$ cat src/rtl/fpu_pkg.sv
// Shared FPU definitions: exception flag encoding, canonical NaN and the
// packed width of the exception record carried down the delay line.
package fpu_pkg;

   typedef logic [2:0] exc_flag_t;

   // Same encoding as the upstream exception block
   localparam exc_flag_t FLAG_NONE          = 3'b000;
   localparam exc_flag_t FLAG_NAN           = 3'b001;
   localparam exc_flag_t FLAG_COPY_A        = 3'b010;
   localparam exc_flag_t FLAG_COPY_B        = 3'b011;
   localparam exc_flag_t FLAG_FIN_MIN_INF   = 3'b100;
   localparam exc_flag_t FLAG_ZERO_MIN_ZERO = 3'b101;
   localparam exc_flag_t FLAG_ZERO_MIN_SOME = 3'b110;
   localparam exc_flag_t FLAG_SUB_SAME_VAL  = 3'b111;

   // Canonical single-precision quiet NaN
   localparam logic [31:0] QNAN = 32'h7FC0_0000;

   // Record = {flag, copied_operand, a_sign, b_sign, operation_select}
   function automatic int rec_width(input int width);
      return 3 + (width - 1) + 3;
   endfunction

endpackage

$ cat src/rtl/exc_delay_line.sv
// Fixed-latency valid+payload shift register. No stall: every stage
// advances every cycle, so one record per cycle can enter back-to-back.
module exc_delay_line #(
   parameter int DEPTH  = 3,
   parameter int DATA_W = 37
) (
   input  logic              clk,
   input  logic              arst_n,
   input  logic              in_valid,
   input  logic [DATA_W-1:0] in_data,
   output logic              tail_valid,
   output logic [DATA_W-1:0] tail_data
);

   logic              stage_valid [DEPTH];
   logic [DATA_W-1:0] stage_data  [DEPTH];

   // Shift records toward the tail; stage 0 loads a bubble when idle
   always_ff @(posedge clk) begin
      // NOTE: non-blocking assignments let every stage read its neighbour's
      // pre-edge value, which is what makes this a shift and not a copy.
      if (!arst_n) begin
         // NOTE: payloads are cleared on reset too, not just valid bits, so
         // no stale operand can ever be observed after reset.
         for (int i = 0; i < DEPTH; i++) begin
            stage_valid[i] <= 1'b0;
            stage_data[i]  <= '0;
         end
      end else begin
         stage_valid[0] <= in_valid;
         stage_data[0]  <= in_valid ? in_data : '0;
         for (int i = 1; i < DEPTH; i++) begin
            stage_valid[i] <= stage_valid[i-1];
            stage_data[i]  <= stage_data[i-1];
         end
      end
   end

   assign tail_valid = stage_valid[DEPTH-1];
   assign tail_data  = stage_data[DEPTH-1];

endmodule

$ cat src/rtl/fpu_result_select.sv
// Final add/sub stage: delays the exception record until the datapath
// result arrives, then emits either the exception-derived value or the
// datapath value, plus status and a sticky misalignment indicator.
module fpu_result_select
   import fpu_pkg::*;
#(
   parameter int WIDTH      = 32,
   parameter int EXP_BITS   = 8,
   parameter int MANT_BITS  = 23,
   parameter int PIPE_DEPTH = 3
) (
   input  logic             clk,
   input  logic             arst_n,
   input  logic             in_valid,
   input  logic [2:0]       exception_flag,
   input  logic [WIDTH-2:0] copied_operand,
   input  logic             a_sign,
   input  logic             b_sign,
   input  logic             operation_select,
   input  logic             norm_valid,
   input  logic [WIDTH-1:0] norm_result,
   output logic             out_valid,
   output logic [WIDTH-1:0] result,
   output logic             from_exception,
   output logic             invalid_flag,
   output logic             sync_error
);

   localparam int REC_W = rec_width(WIDTH);

   logic             tail_valid;
   logic [REC_W-1:0] tail_data;
   exc_flag_t        tail_flag;
   logic [WIDTH-2:0] tail_copied;
   logic             tail_a_sign;
   logic             tail_b_sign;
   logic             tail_op_sub;

   logic [WIDTH-1:0] sel_result;
   logic             sel_from_exc;
   logic             sel_invalid;
   logic             zero_sign;

   exc_delay_line #(
      .DEPTH  (PIPE_DEPTH),
      .DATA_W (REC_W)
   ) u_delay (
      .clk        (clk),
      .arst_n     (arst_n),
      .in_valid   (in_valid),
      .in_data    ({exception_flag, copied_operand, a_sign, b_sign, operation_select}),
      .tail_valid (tail_valid),
      .tail_data  (tail_data)
   );

   assign {tail_flag, tail_copied, tail_a_sign, tail_b_sign, tail_op_sub} = tail_data;

   // Round-to-nearest sign of an exact zero result: -0 only if both terms are -0
   assign zero_sign = tail_op_sub ? (tail_a_sign & ~tail_b_sign)
                                  : (tail_a_sign &  tail_b_sign);

   // Map the tail record to the value it stands for
   always_comb begin
      // NOTE: defaults first so every path assigns every output; no latch.
      sel_result   = norm_result;
      sel_from_exc = 1'b1;
      sel_invalid  = 1'b0;
      unique case (tail_flag)
         FLAG_NONE:          sel_from_exc = 1'b0;
         FLAG_NAN: begin
            sel_result  = {1'b0, {EXP_BITS{1'b1}}, 1'b1, {(MANT_BITS-1){1'b0}}};
            sel_invalid = 1'b1;
         end
         FLAG_COPY_A:        sel_result = {tail_a_sign, tail_copied};
         FLAG_COPY_B:        sel_result = {tail_b_sign, tail_copied};
         FLAG_FIN_MIN_INF:   sel_result = {~tail_b_sign, {EXP_BITS{1'b1}}, {MANT_BITS{1'b0}}};
         FLAG_ZERO_MIN_ZERO: sel_result = {zero_sign, {(WIDTH-1){1'b0}}};
         FLAG_ZERO_MIN_SOME: sel_result = {~tail_b_sign, tail_copied};
         FLAG_SUB_SAME_VAL:  sel_result = '0;
         default:            sel_result = norm_result;
      endcase
   end

   // Register the output record and accumulate alignment errors
   always_ff @(posedge clk) begin
      if (!arst_n) begin
         out_valid      <= 1'b0;
         result         <= '0;
         from_exception <= 1'b0;
         invalid_flag   <= 1'b0;
         sync_error     <= 1'b0;
      end else begin
         out_valid      <= tail_valid;
         result         <= tail_valid ? sel_result : '0;
         from_exception <= tail_valid & sel_from_exc;
         invalid_flag   <= tail_valid & sel_invalid;
         if ((tail_valid && tail_flag == FLAG_NONE && !norm_valid) ||
             (norm_valid && !tail_valid))
            sync_error <= 1'b1;
      end
   end

endmodule

$ cat config.mk
export PLATFORM = sky130hd
export DESIGN_NAME = fpu_result_select
export DESIGN_NICKNAME = d
export VERILOG_FILES = /design/src/rtl/fpu_pkg.sv /design/src/rtl/exc_delay_line.sv /design/src/rtl/fpu_result_select.sv
export SDC_FILE = /design/constraint.sdc
export NUM_CORES = 1
export LEC_CHECK = 0
export BUFFER_PORTS_ARGS = -buffer_cell sky130_fd_sc_hd__buf_2
export CAP_MARGIN = 40
export CORE_MARGIN = 2
export CORE_UTILIZATION = 43
export DETAILED_ROUTE_END_ITERATION = 7
export GPL_TIMING_DRIVEN = 0
export PLACE_DENSITY_LB_ADDON = 0.15
export SYNTH_ARGS = -nofsm -noshare
export SYNTH_HDL_FRONTEND = slang
export SYNTH_HIERARCHICAL = 1
export SYNTH_SLANG_ARGS = --single-unit
export TNS_END_PERCENT = 100
$ cat constraint.sdc
create_clock -name clk -period 1.9 [get_ports clk]
set_input_delay 0.38 -clock clk [delete_from_list [all_inputs] [get_ports clk]]
set_output_delay 0.38 -clock clk [all_outputs]
set_load 0.05 [all_outputs]
# Word-level counts from Yosys, hierarchy flattened
# Memory sizes are Yosys's and may differ from the RTL's.
# Cells that the tools add are included.
[word_totals]
ramBits = 114
output_inout_bits = 36
in_bits = 73
memories = 2
register_bits = 36
[memory_table]
columns = ["name", "depth", "width", "rd", "rd_clocked_by_memory_dff", "wr", "line", "rtl"]
rows = [
  ["u_delay.stage_data", 3, 37, 3, 0, 3, "exc_delay_line.sv:16", "logic [DATA_W-1:0] stage_data [DEPTH];"],
  ["u_delay.stage_valid", 3, 1, 3, 0, 3, "exc_delay_line.sv:15", "logic stage_valid [DEPTH];"],
]
[op_classes]
eq_ne = 7
bitwise_logic = 11
n_reduce_logical = 8
n_mux = 13
[ops]
columns = ["cell", "count"]
rows = [
  ["32-bit one-hot mux with 7 select lines", 1],
  ["37-bit 2-to-1 mux", 4],
  ["3-bit equality test (second input constant)", 4],
  ["1-bit 2-to-1 mux", 8],
  ["3-bit by 2-bit equality test with 1-bit output (second input constant)", 2],
  ["1-bit OR", 6],
  ["1-bit AND", 4],
  ["3-bit by 1-bit equality test with 1-bit output (second input constant)", 1],
  ["1-bit logical AND", 3],
  ["3-bit zero test", 1],
  ["1-bit zero test", 2],
  ["2-bit AND reduction", 1],
  ["1-bit logical OR", 1],
  ["1-bit inverter", 1],
]

# Logic depth before layout (Yosys ltp)
# Gate-level depths: netlist of run 1.
[depth]
depth_word = 4
mapped_depth = 6
ltp_nobuf = 4

# Modules after synthesis
# The synthesis of run 1 kept the hierarchy.
[modules_own_cells]
columns = ["module", "cells_per_inst", "n_inst", "area_each_um2", "seq_area_each_um2"]
rows = [
  ["exc_delay_line", 281, 1, 3388.2, 2282.2],
  ["fpu_result_select", 124, 1, 1285.0, 720.7],
]

# Worst setup path before layout of run 1
# No wires, ideal clock.
[synth_path]
path_type = "register to register"
from = "memory u_delay.stage_data[2][36] (netlist: u_delay/stage_data[0][110])"
to = "register result[23]"
required_ps = 1781
n_path_buf = 3
setup_slack_ps = 544
arrival_ps = 1238
stages_incl_launch_ff = 6
cell_sequence = "dfxtp_1 -> buf_4 -> buf_6 -> or3_1 -> buf_6 -> o221a_2"
[synth_lines]
columns = ["item", "line", "rtl"]
rows = [
  ["start: declaration", "exc_delay_line.sv:16", ""],
  ["end signal: assignment", "fpu_result_select.sv:94", "result <= tail_valid ? sel_result : '0;"],
  ["end: declaration", "fpu_result_select.sv:23", "output logic [WIDTH-1:0] result,"],
]

==> results of run 1 <==
layout make-up:
| cell class | instances | area, um^2 |
|---|---|---|
| fillers | 970 | 4722 |
| plain buffers | 63 | 451.7 |
| diodes | 1 | 2.502 |
| multi-input cells | 188 | 1204 |
| repair buffers | 107 | 535.5 |
| flip-flops and latches | 150 | 3003 |
| inverters | 4 | 15.01 |
| clock inverters | 12 | 153.9 |
| clock buffers | 20 | 435.4 |
| well taps | 140 | 175.2 |
routing by layer:
| layer | vias to the layer above | share of wire [%] | track usage, % |
|---|---|---|---|
| li1 | 1551 | - | - |
| met1 | 1275 | 45 | 16.79 |
| met2 | 77 | 49 | 23.63 |
| met3 | 11 | 5.4 | 5.124 |
| met4 | 0 | 1.3 | 7.143 |
| met5 | - | 0 | 0 |
through the flow:
step           std cells  worst slack (ns)  util (%)
2_1_floorplan        405            0.5438         -
3_3_place_gp         652            0.1837     50.33
3_5_place_dp         652            0.1422     50.33
4_1_cts              684            0.3870     55.84
5_1_grt              684            0.2408     55.84
6_report             685            0.3867     55.86
registers in the layout, indices dropped and copies added, names as in the netlist:
name / cells
from_exception: 1
invalid_flag: 1
out_valid: 1
result: 32
sync_error: 1
u_delay/stage_data: 111
u_delay/stage_valid: 3
worst max path at each step:
stage                                                startpoint                    end  slack (ns)  depth (start not counted)
after global placement                                   arst_n  result[25]$_SDFF_PN0_        0.18                          4
final                     u_delay/stage_data[0][108]$_SDFF_PN0_  result[14]$_SDFF_PN0_        0.39                          6
after floorplan           u_delay/stage_data[0][110]$_SDFF_PN0_  result[23]$_SDFF_PN0_        0.54                          5
after CTS                 u_delay/stage_data[0][108]$_SDFF_PN0_  result[14]$_SDFF_PN0_        0.39                          6
after global routing      u_delay/stage_data[0][110]$_SDFF_PN0_  result[14]$_SDFF_PN0_        0.24                          6
after detailed placement                                 arst_n  result[27]$_SDFF_PN0_        0.14                          4
cells in the final DEF, fill, tap and decap left out, types with 2 or more instances in the layout:
cell	instances
clkinv_4	3
and3_1	37
clkbuf_16	16
clkbuf_1	6
o21ai_0	3
bufinv_16	3
o221a_2	8
inv_1	4
and2_1	77
clkbuf_8	2
buf_6	7
buf_4	39
clkinv_2	3
buf_2	120
dfxtp_1	150
o211ai_1	2
clkinvlp_4	3
nor2b_1	2
a22oi_1	22
nor2_1	24
power by group through the flow:
stage	clock network (uW)	registers (uW)	logic [uW]
final	3240	3240	300
after global routing	3470	3240	332
after CTS	3310	3240	304
after detailed placement	0	3310	303
after global placement	0	3310	296
after floorplan	0	3330	153
worst max-delay path: cells and delay by family (launching register included):
| kind | cells | cell delay, ns |
|---|---|---|
| buffers and inverters | 3 | 0.57 |
| AO/OA/AOI/OAI | 2 | 0.44 |
| flip-flops | 1 | 0.29 |
| AND/OR/NAND/NOR | 1 | 0.13 |
cell families after synthesis:
kind of cell	Yosys count	share of synthesized area, %
flops	150	64.26
buf+inv	67	9.986
compound gates	41	7.068
simple gates	147	18.69
==> results.json, run 1 <==
{
  "fp-row-count": 38,
  "cts_hold_buf": 0,
  "max_stage_delay_ns": 0.34,
  "rsz0062_at_grt": "no",
  "min_period_over_period_pct": 79.65,
  "yosys.area.top_type": "dfxtp_1",
  "period_minus_slack_ns": 1.513,
  "r2r-end": "result[14]$_SDFF_PN0_",
  "gp_congestion": 0.7939,
  "critical_path_required_ns": 2.33,
  "drt-wirelength-per-cell_um": 11.73,
  "clock_latency_ns": 0.51,
  "critPathArrivalTime_ns": 1.94,
  "ctsResizeCount": 0,
  "io_pins": 109,
  "synth-seq-cells": 150,
  "start_util_pct": 43.68,
  "reg2reg_depth": 6,
  "syn-num-nets": 478,
  "grt_first_pass_wirelength_um": 12580,
  "synth_top_area_share_pct": 64.26,
  "p_leak_uw": 0.002899,
  "dpl-instance-area_um2": 5384,
  "vias": 2914,
  "grt_max_degree": 17,
  "antenna_found_initial": 0,
  "cp_slowest_cell": "a21boi_1",
  "synth.top_cells.by_count": "dfxtp_1 (150), and2_1 (77), buf_4 (39)",
  "postRouteAntennaNets": 0,
  "die_x_um": 108.3,
  "cts_setup_buffers": 0,
  "path_cells": "buf_4, buf_2, a21boi_1, buf_2, a22oi_1, nor2_1",
  "grtUsageTotal_pct": 14.44,
  "cts_tree": "yes",
  "synth_most_common_cell": "dfxtp_1",
  "ys_async_sr_fraction_pct": 0,
  "drtPass1Iterations": 4,
  "die_area_um2": 11720,
  "worst-r2r-setup-slack_ns": 0.39,
  "hold_depth": 2,
  "p_sw_share_pct": 20.23,
  "drcViolationCount": 0,
  "area_growth_syn_to_layout_pct": 27.87,
  "slew_viol_final": 0,
  "skew_ns": 0.008698,
  "p_comb_share_pct": 4.4,
  "drive_gt1_share_pct": 37.87,
  "outcome": "finished clean",
  "crit_top_cell": "buf_2",
  "clock_tree.root_cell": "clkbuf_8",
  "hpwl_um": 5886,
  "synth.area.top_cells": "dfxtp_1 (64%), and2_1 (10%), buf_4 (6.3%)",
  "power.density_nw_per_um2": 1134,
  "holdPathEnd": "u_delay/stage_data[0][16]$_SDFF_PN0_",
  "cp_max_fo": 10,
  "holdWs_ns": 0.1098,
  "seqPwrFrac_pct": 47.8,
  "hold_viol": 0,
  "worst_ir_drop_vdd_v": 0.0005571,
  "syn_area_um2": 4673,
  "avgSynthCellArea_um2": 11.54,
  "clk_path_buf_depth": 2,
  "cts.sinks": 150,
  "netlist_instances": 405,
  "finalSetupTns_ns": 0,
  "power.total_uw": 6779,
  "postSynth.topFlopCell": "dfxtp_1",
  "ys_seq_area_share_pct": 64.26,
  "die_h_um": 108.3,
  "intPower_uw": 5408,
  "core_area_um2": 10700,
  "wirelength_um": 8038,
  "dr.first_iter.drc_count": 104,
  "gr-total-overflow": 0,
  "criticalPathCategory": "register to register",
  "clock.fmax_ghz": 0.6608,
  "slew_headroom_pct": 57.98,
  "hp-start": "copied_operand[13]",
  "htreeDepth": 4,
  "yosysUniqueCellTypes": 27,
  "maxCapViolCount": 0,
  "layout.nets": 604,
  "synth_edf_count": 0,
  "yosysWarnings": 6,
  "hp-class": "input port to register",
  "tightest_slew_ns": 0.6303,
  "port_buffers": 107,
  "r2r-start": "u_delay/stage_data[0][108]$_SDFF_PN0_",
  "vias_per_cell": 4.254,
  "p_switching_uw": 1371,
  "critPathLaunchType": "register",
  "clockPowerShare_pct": 47.8,
  "end_kind": "register",
  "grt_pass1_vias": 2770,
  "cts_buffers": 17,
  "setup_viol": 0,
  "clkTransAtPathRegs_ns": 0.06,
  "final_area_um2": 5976
}
Note: power is estimated with default switching activity, not from simulation.
==> run 2, diff against run 1 <==
clock period = 1.3 ns   (was 1.9 ns; I/O delays follow)
==> run 2 against run 1 <==
  * The run now ends with setup timing left
  * Global-route usage is 1.2 points higher
  * Clock skew is 0.0025 ns higher
  * Sequential cell count stayed put
  * Count of clock-buffer cells in the layout is 1 lower
  * Clock power is 55% higher
  * Final cell count is 7.0% higher
  * Die area stayed put
  * Design area is 13% higher
  * Sequential power is 46% higher
  * Critical path type unchanged
  * Critical endpoint is now sync_error$_SDFFE_PN0P_
  * Highest routed layer unchanged
==> results.json, run 2 (synthesis gave the netlist of run 1 again) <==
{
  "clk_path_buf_depth": 2,
  "r2r-end": "sync_error$_SDFFE_PN0P_",
  "drcViolationCount": 0,
  "hp-start": "norm_result[28]",
  "start_util_pct": 43.68,
  "gp_congestion": 0.7800,
  "grt_max_degree": 17,
  "largest_reg_flops": 111,
  "critPathArrivalTime_ns": 1.79,
  "clkTransAtPathRegs_ns": 0.06,
  "holdPathEnd": "result[28]$_SDFF_PN0_",
  "worst_ir_drop_vdd_v": 0.0007506,
  "die_x_um": 108.3,
  "drtPass1Iterations": 7,
  "worst_slack_ns": -0.04463,
  "grt_pass1_vias": 3030,
  "period_minus_slack_ns": 1.345,
  "cts.sinks": 150,
  "hold_depth": 2,
  "antenna_found_initial": 0,
  "cp_slowest_cell": "or3_4",
  "wirelength_um": 9128,
  "vias": 3151,
  "dpl-instance-area_um2": 5384,
  "cts_buffers": 17,
  "critical_path_required_ns": 1.74,
  "end_kind": "register",
  "die_h_um": 108.3,
  "grt_first_pass_wirelength_um": 13700,
  "hp-class": "input port to register",
  "die_area_um2": 11720,
  "core_area_um2": 10700,
  "biggestRegsByFlops": "u_delay/stage_data x111, result x32, u_delay/stage_valid x3",
  "power.density_nw_per_um2": 1534,
  "gr-total-overflow": 0,
  "criticalPathCategory": "register to register",
  "largest-register": "u_delay/stage_data",
  "reg2reg_depth": 5,
  "p_leak_uw": 0.003149,
  "htreeDepth": 4,
  "slew_headroom_pct": 73.03,
  "clock_tree.root_cell": "clkbuf_8",
  "drt-wirelength-per-cell_um": 12.45,
  "min_period_over_period_pct": 103.4,
  "finalSetupTns_ns": -0.04463,
  "r2r-start": "u_delay/stage_data[0][108]$_SDFF_PN0_",
  "io_pins": 109,
  "path_cells": "buf_6, or3_4, buf_6, nor3b_4, o31a_1",
  "hold_viol": 0,
  "outcome": "finished with violations",
  "dr.first_iter.drc_count": 148,
  "tightest_slew_ns": 0.4046,
  "maxCapViolCount": 0,
  "cts_tree": "yes",
  "hpwl_um": 5936,
  "port_buffers": 107,
  "layout.nets": 653,
  "setup_viol": 1,
  "failed_checks": "setup timing",
  "rsz0062_at_grt": "yes",
  "worst-r2r-setup-slack_ns": -0.04,
  "final_area_um2": 6744,
  "fp-row-count": 38,
  "skew_ns": 0.01125,
  "drive_gt1_share_pct": 37.44,
  "layout_commonest_cell": "dfxtp_1",
  "area_growth_syn_to_layout_pct": 44.31,
  "grtUsageTotal_pct": 15.60,
  "slew_viol_final": 0,
  "critPathLaunchType": "register",
  "n_antenna_cell": 0,
  "vias_per_cell": 4.299,
  "max_stage_delay_ns": 0.35,
  "postRouteAntennaNets": 0,
  "crit_top_cell": "buf_6",
  "cp_max_fo": 5,
  "layout.cells.most_common_list": "dfxtp_1 (140), buf_2 (79), and2_1 (77)",
  "clock.fmax_ghz": 0.7437,
  "power.total_uw": 10350,
  "clock_latency_ns": 0.51
}
==> run 2: cell count changes in the layout (fill, tap and decap cells not counted), sizes merged <==
cell / change
bufinv: +1
buf: -1
inv: +5
dlygate4sd3: +49
clkinvlp: -1
clkinv: -4
diode: -1
==> run 2: stage by stage <==
step / hold WS (ns) / instances / util [%] / setup WS (ns)
6_report: 0.02302 / 733 / 63.04 / -0.04463
5_1_grt: 0.007623 / 733 / 63.04 / -0.06450
4_1_cts: 0.004131 / 733 / 61.98 / -0.05914
3_5_place_dp: 0.4169 / 652 / 50.33 / -0.3318
3_3_place_gp: 0.4161 / 652 / 50.33 / -0.3225
2_1_floorplan: 0.3879 / 405 / - / -0.03291
==> run 2: how the worst max path moves through the flow <==
stage,to,start,slack [ns]
floorplan,result[23]$_SDFF_PN0_,u_delay/stage_data[0][110]$_SDFF_PN0_,-0.03
global placement,result[27]$_SDFF_PN0_,arst_n,-0.32
detailed placement,result[25]$_SDFF_PN0_,arst_n,-0.33
CTS,sync_error$_SDFFE_PN0P_,u_delay/stage_data[0][110]$_SDFF_PN0_,-0.06
global route,sync_error$_SDFFE_PN0P_,u_delay/stage_data[0][108]$_SDFF_PN0_,-0.06
finish,sync_error$_SDFFE_PN0P_,u_delay/stage_data[0][108]$_SDFF_PN0_,-0.04
==> run 2: final cells by class <==
| type | instances | area [um^2] |
|---|---|---|
| plain buffers | 59 | 436.7 |
| clock buffers | 19 | 421.7 |
| clock inverters | 13 | 192.7 |
| fillers | 855 | 3954 |
| inverters | 4 | 15.01 |
| multi-input cells | 188 | 1240 |
| flip-flops and latches | 150 | 3015 |
| well taps | 140 | 175.2 |
| repair buffers | 160 | 1247 |
==> run 2: critical path, delay by kind of cell, from the launching register on <==
kind	cells	cell delay, ns
AO/OA/AOI/OAI	1	0.15
buffers and inverters	2	0.28
flip-flops	1	0.31
AND/OR/NAND/NOR	2	0.54
==> run 2: repair_timing <==
item	4_1_cts	5_1_grt
endpoints found under the hold margin	49	0
cloned	1	0
buffers inserted	2	1
pin swaps	3	1
endpoints found under the setup margin	67	55
hold buffers	49	0
gates resized for setup	51	42
==> run 2: per-layer routing <==
layer / global-route usage (%) / share of wire (%) / up-vias
met5: 0 / 0 / -
met4: 7.326 / 2.0 / 0
met3: 4.581 / 3.9 / 15
met2: 27.85 / 52 / 90
met1: 16.94 / 42 / 1402
li1: - / - / 1644
==> run 2: where the power goes <==
part	internal, uW	switching, uW
Sequential	4710	28.4
Combinational	343	247
Clock	3150	1870
Total	8200	2150
==> run 3, diff against run 2 <==
clock period = 1.6 ns   (was 1.3 ns; I/O delays follow)
==> run 3 against run 2 <==
  * The flow now finishes without violations
  * Sequential cell count did not move
  * Highest routed layer unchanged
  * Largest cell class unchanged
  * Critical path depth is 1 higher
  * Largest power group is now sequential cells
  * Register-to-register slack gained 0.21 ns
  * Die area is the same
  * Utilization fell by 7.1 points
  * Combinational power down 39%
  * Sequential power down 19%
==> results.json, run 3 (synthesis gave the netlist of run 1 again) <==
{
  "period_minus_slack_ns": 1.432,
  "rsz0062_at_grt": "no",
  "p_sw_share_pct": 20.22,
  "cp_max_fo": 10,
  "drcViolationCount": 0,
  "antenna_found_initial": 0,
  "cts_buffers": 17,
  "hold_viol": 0,
  "area_growth_syn_to_layout_pct": 28.17,
  "clockPowerShare_pct": 47.8,
  "largest_reg_flops": 111,
  "postRouteAntennaNets": 0,
  "p_switching_uw": 1628,
  "dr.first_iter.drc_count": 107,
  "cts_setup_buffers": 0,
  "drive_gt1_share_pct": 38.24,
  "vias_per_cell": 4.254,
  "biggestRegsByFlops": "u_delay/stage_data x111, result x32, u_delay/stage_valid x3",
  "skew_ns": 0.008702,
  "path_cells": "buf_4, buf_6, or3_1, buf_6, nor3b_2, o31a_1",
  "layout.nets": 604,
  "setup_viol": 0,
  "core_area_um2": 10700,
  "p_leak_uw": 0.002902,
  "p_comb_share_pct": 4.4,
  "cts.sinks": 150,
  "crit_family": "simple AND/OR/NAND/NOR gates",
  "tightest_slew_ns": 0.4692,
  "criticalPathCategory": "register to register",
  "critPathLaunchType": "register",
  "finalSetupTns_ns": 0,
  "clock_latency_ns": 0.50,
  "worst_slack_ns": 0.1685,
  "grtUsageTotal_pct": 14.44,
  "post-place-ws_ns": -0.09781,
  "hpwl_um": 5886,
  "critPathBufInv": 3,
  "vias": 2914,
  "drt-wirelength-per-cell_um": 11.74,
  "die_area_um2": 11720,
  "clock.fmax_ghz": 0.6986,
  "maxCapViolCount": 0,
  "port_buffers": 107,
  "gp_congestion": 0.7939,
  "end_kind": "register",
  "largest-register": "u_delay/stage_data",
  "gr-total-overflow": 0,
  "layout.cells.most_common_list": "dfxtp_1 (150), buf_2 (120), and2_1 (77)",
  "max_stage_delay_ns": 0.38,
  "worst-r2r-setup-slack_ns": 0.17,
  "drtPass1Iterations": 4,
  "outcome": "finished clean",
  "grt_pass1_vias": 2770,
  "clock_tree.root_cell": "clkbuf_8",
  "slew_headroom_pct": 68.72,
  "start_util_pct": 43.68,
  "hp-class": "input port to register",
  "die_h_um": 108.3,
  "ctsResizeCount": 0,
  "cts_hold_buf": 0,
  "worst_ir_drop_vdd_v": 0.0006615,
  "slew_viol_final": 0,
  "fp-row-count": 38,
  "seqPwrFrac_pct": 47.8,
  "min_period_over_period_pct": 89.47,
  "die_x_um": 108.3,
  "power.total_uw": 8051,
  "holdWs_ns": 0.05052,
  "crit_top_cell": "buf_6",
  "critPathArrivalTime_ns": 1.88,
  "power.density_nw_per_um2": 1344,
  "clkTransAtPathRegs_ns": 0.06,
  "layout_commonest_cell": "dfxtp_1",
  "intPower_uw": 6423,
  "htreeDepth": 4,
  "grt_first_pass_wirelength_um": 12580,
  "cp_slowest_cell": "or3_1",
  "clk_path_buf_depth": 2,
  "wirelength_um": 8041,
  "io_pins": 109,
  "cts_tree": "yes",
  "grt_max_degree": 17,
  "critical_path_required_ns": 2.04
}
## run 3: worst reg2reg max path: stages (launching register included)
cell	delay [ns]
dfxtp_1	0.29
buf_4	0.12
buf_6	0.13
or3_1	0.38
buf_6	0.15
nor3b_2	0.15
o31a_1	0.15
## run 3: final timing paths
check | from | to | depth (start not counted)
max | u_delay/stage_data[0][110]$_SDFF_PN0_ | sync_error$_SDFFE_PN0P_ | 6
min reg2reg | u_delay/stage_data[0][41]$_SDFF_PN0_ | u_delay/stage_data[0][78]$_SDFF_PN0_ | 1
min | copied_operand[13] | u_delay/stage_data[0][16]$_SDFF_PN0_ | 2
max reg2reg | u_delay/stage_data[0][110]$_SDFF_PN0_ | sync_error$_SDFFE_PN0P_ | 6
## run 3: layout make-up
cell class | instances | area, um^2
Antenna cell | 1 | 2.502
Buffer | 63 | 451.7
Clock buffer | 20 | 435.4
Clock inverter | 12 | 153.9
Fill cell | 968 | 4708
Inverter | 4 | 15.01
Multi-Input combinational cell | 188 | 1217
Sequential cell | 150 | 3003
Tap cell | 140 | 175.2
Timing Repair Buffer | 107 | 535.5
## run 3: power groups by stage
| stage | clock (uW) | sequential, uW | combinational [uW] |
|---|---|---|---|
| after floorplan | 0 | 3960 | 182 |
| after global placement | 0 | 3930 | 352 |
| after detailed placement | 0 | 3930 | 359 |
| after CTS | 3940 | 3850 | 360 |
| after global routing | 4120 | 3850 | 396 |
| final | 3850 | 3850 | 358 |
## run 3: per-stage QoR
stage | cell area [um^2] | util (%) | instances
after detailed placement | 5384 | 50.33 | 652
after global placement | 5384 | 50.33 | 652
after floorplan | 4673 | - | 405
final | 5989 | 55.99 | 685
after global routing | 5987 | 55.96 | 684
after CTS | 5973 | 55.84 | 684
## run 3: per-layer routing
metal | wire length [um] | up-vias | track usage, %
met1 | 3573 | 1275 | 16.79
li1 | - | 1550 | -
met3 | 439 | 11 | 5.124
met2 | 3927 | 78 | 23.63
met5 | 0 | - | 0
met4 | 102 | 0 | 7.143
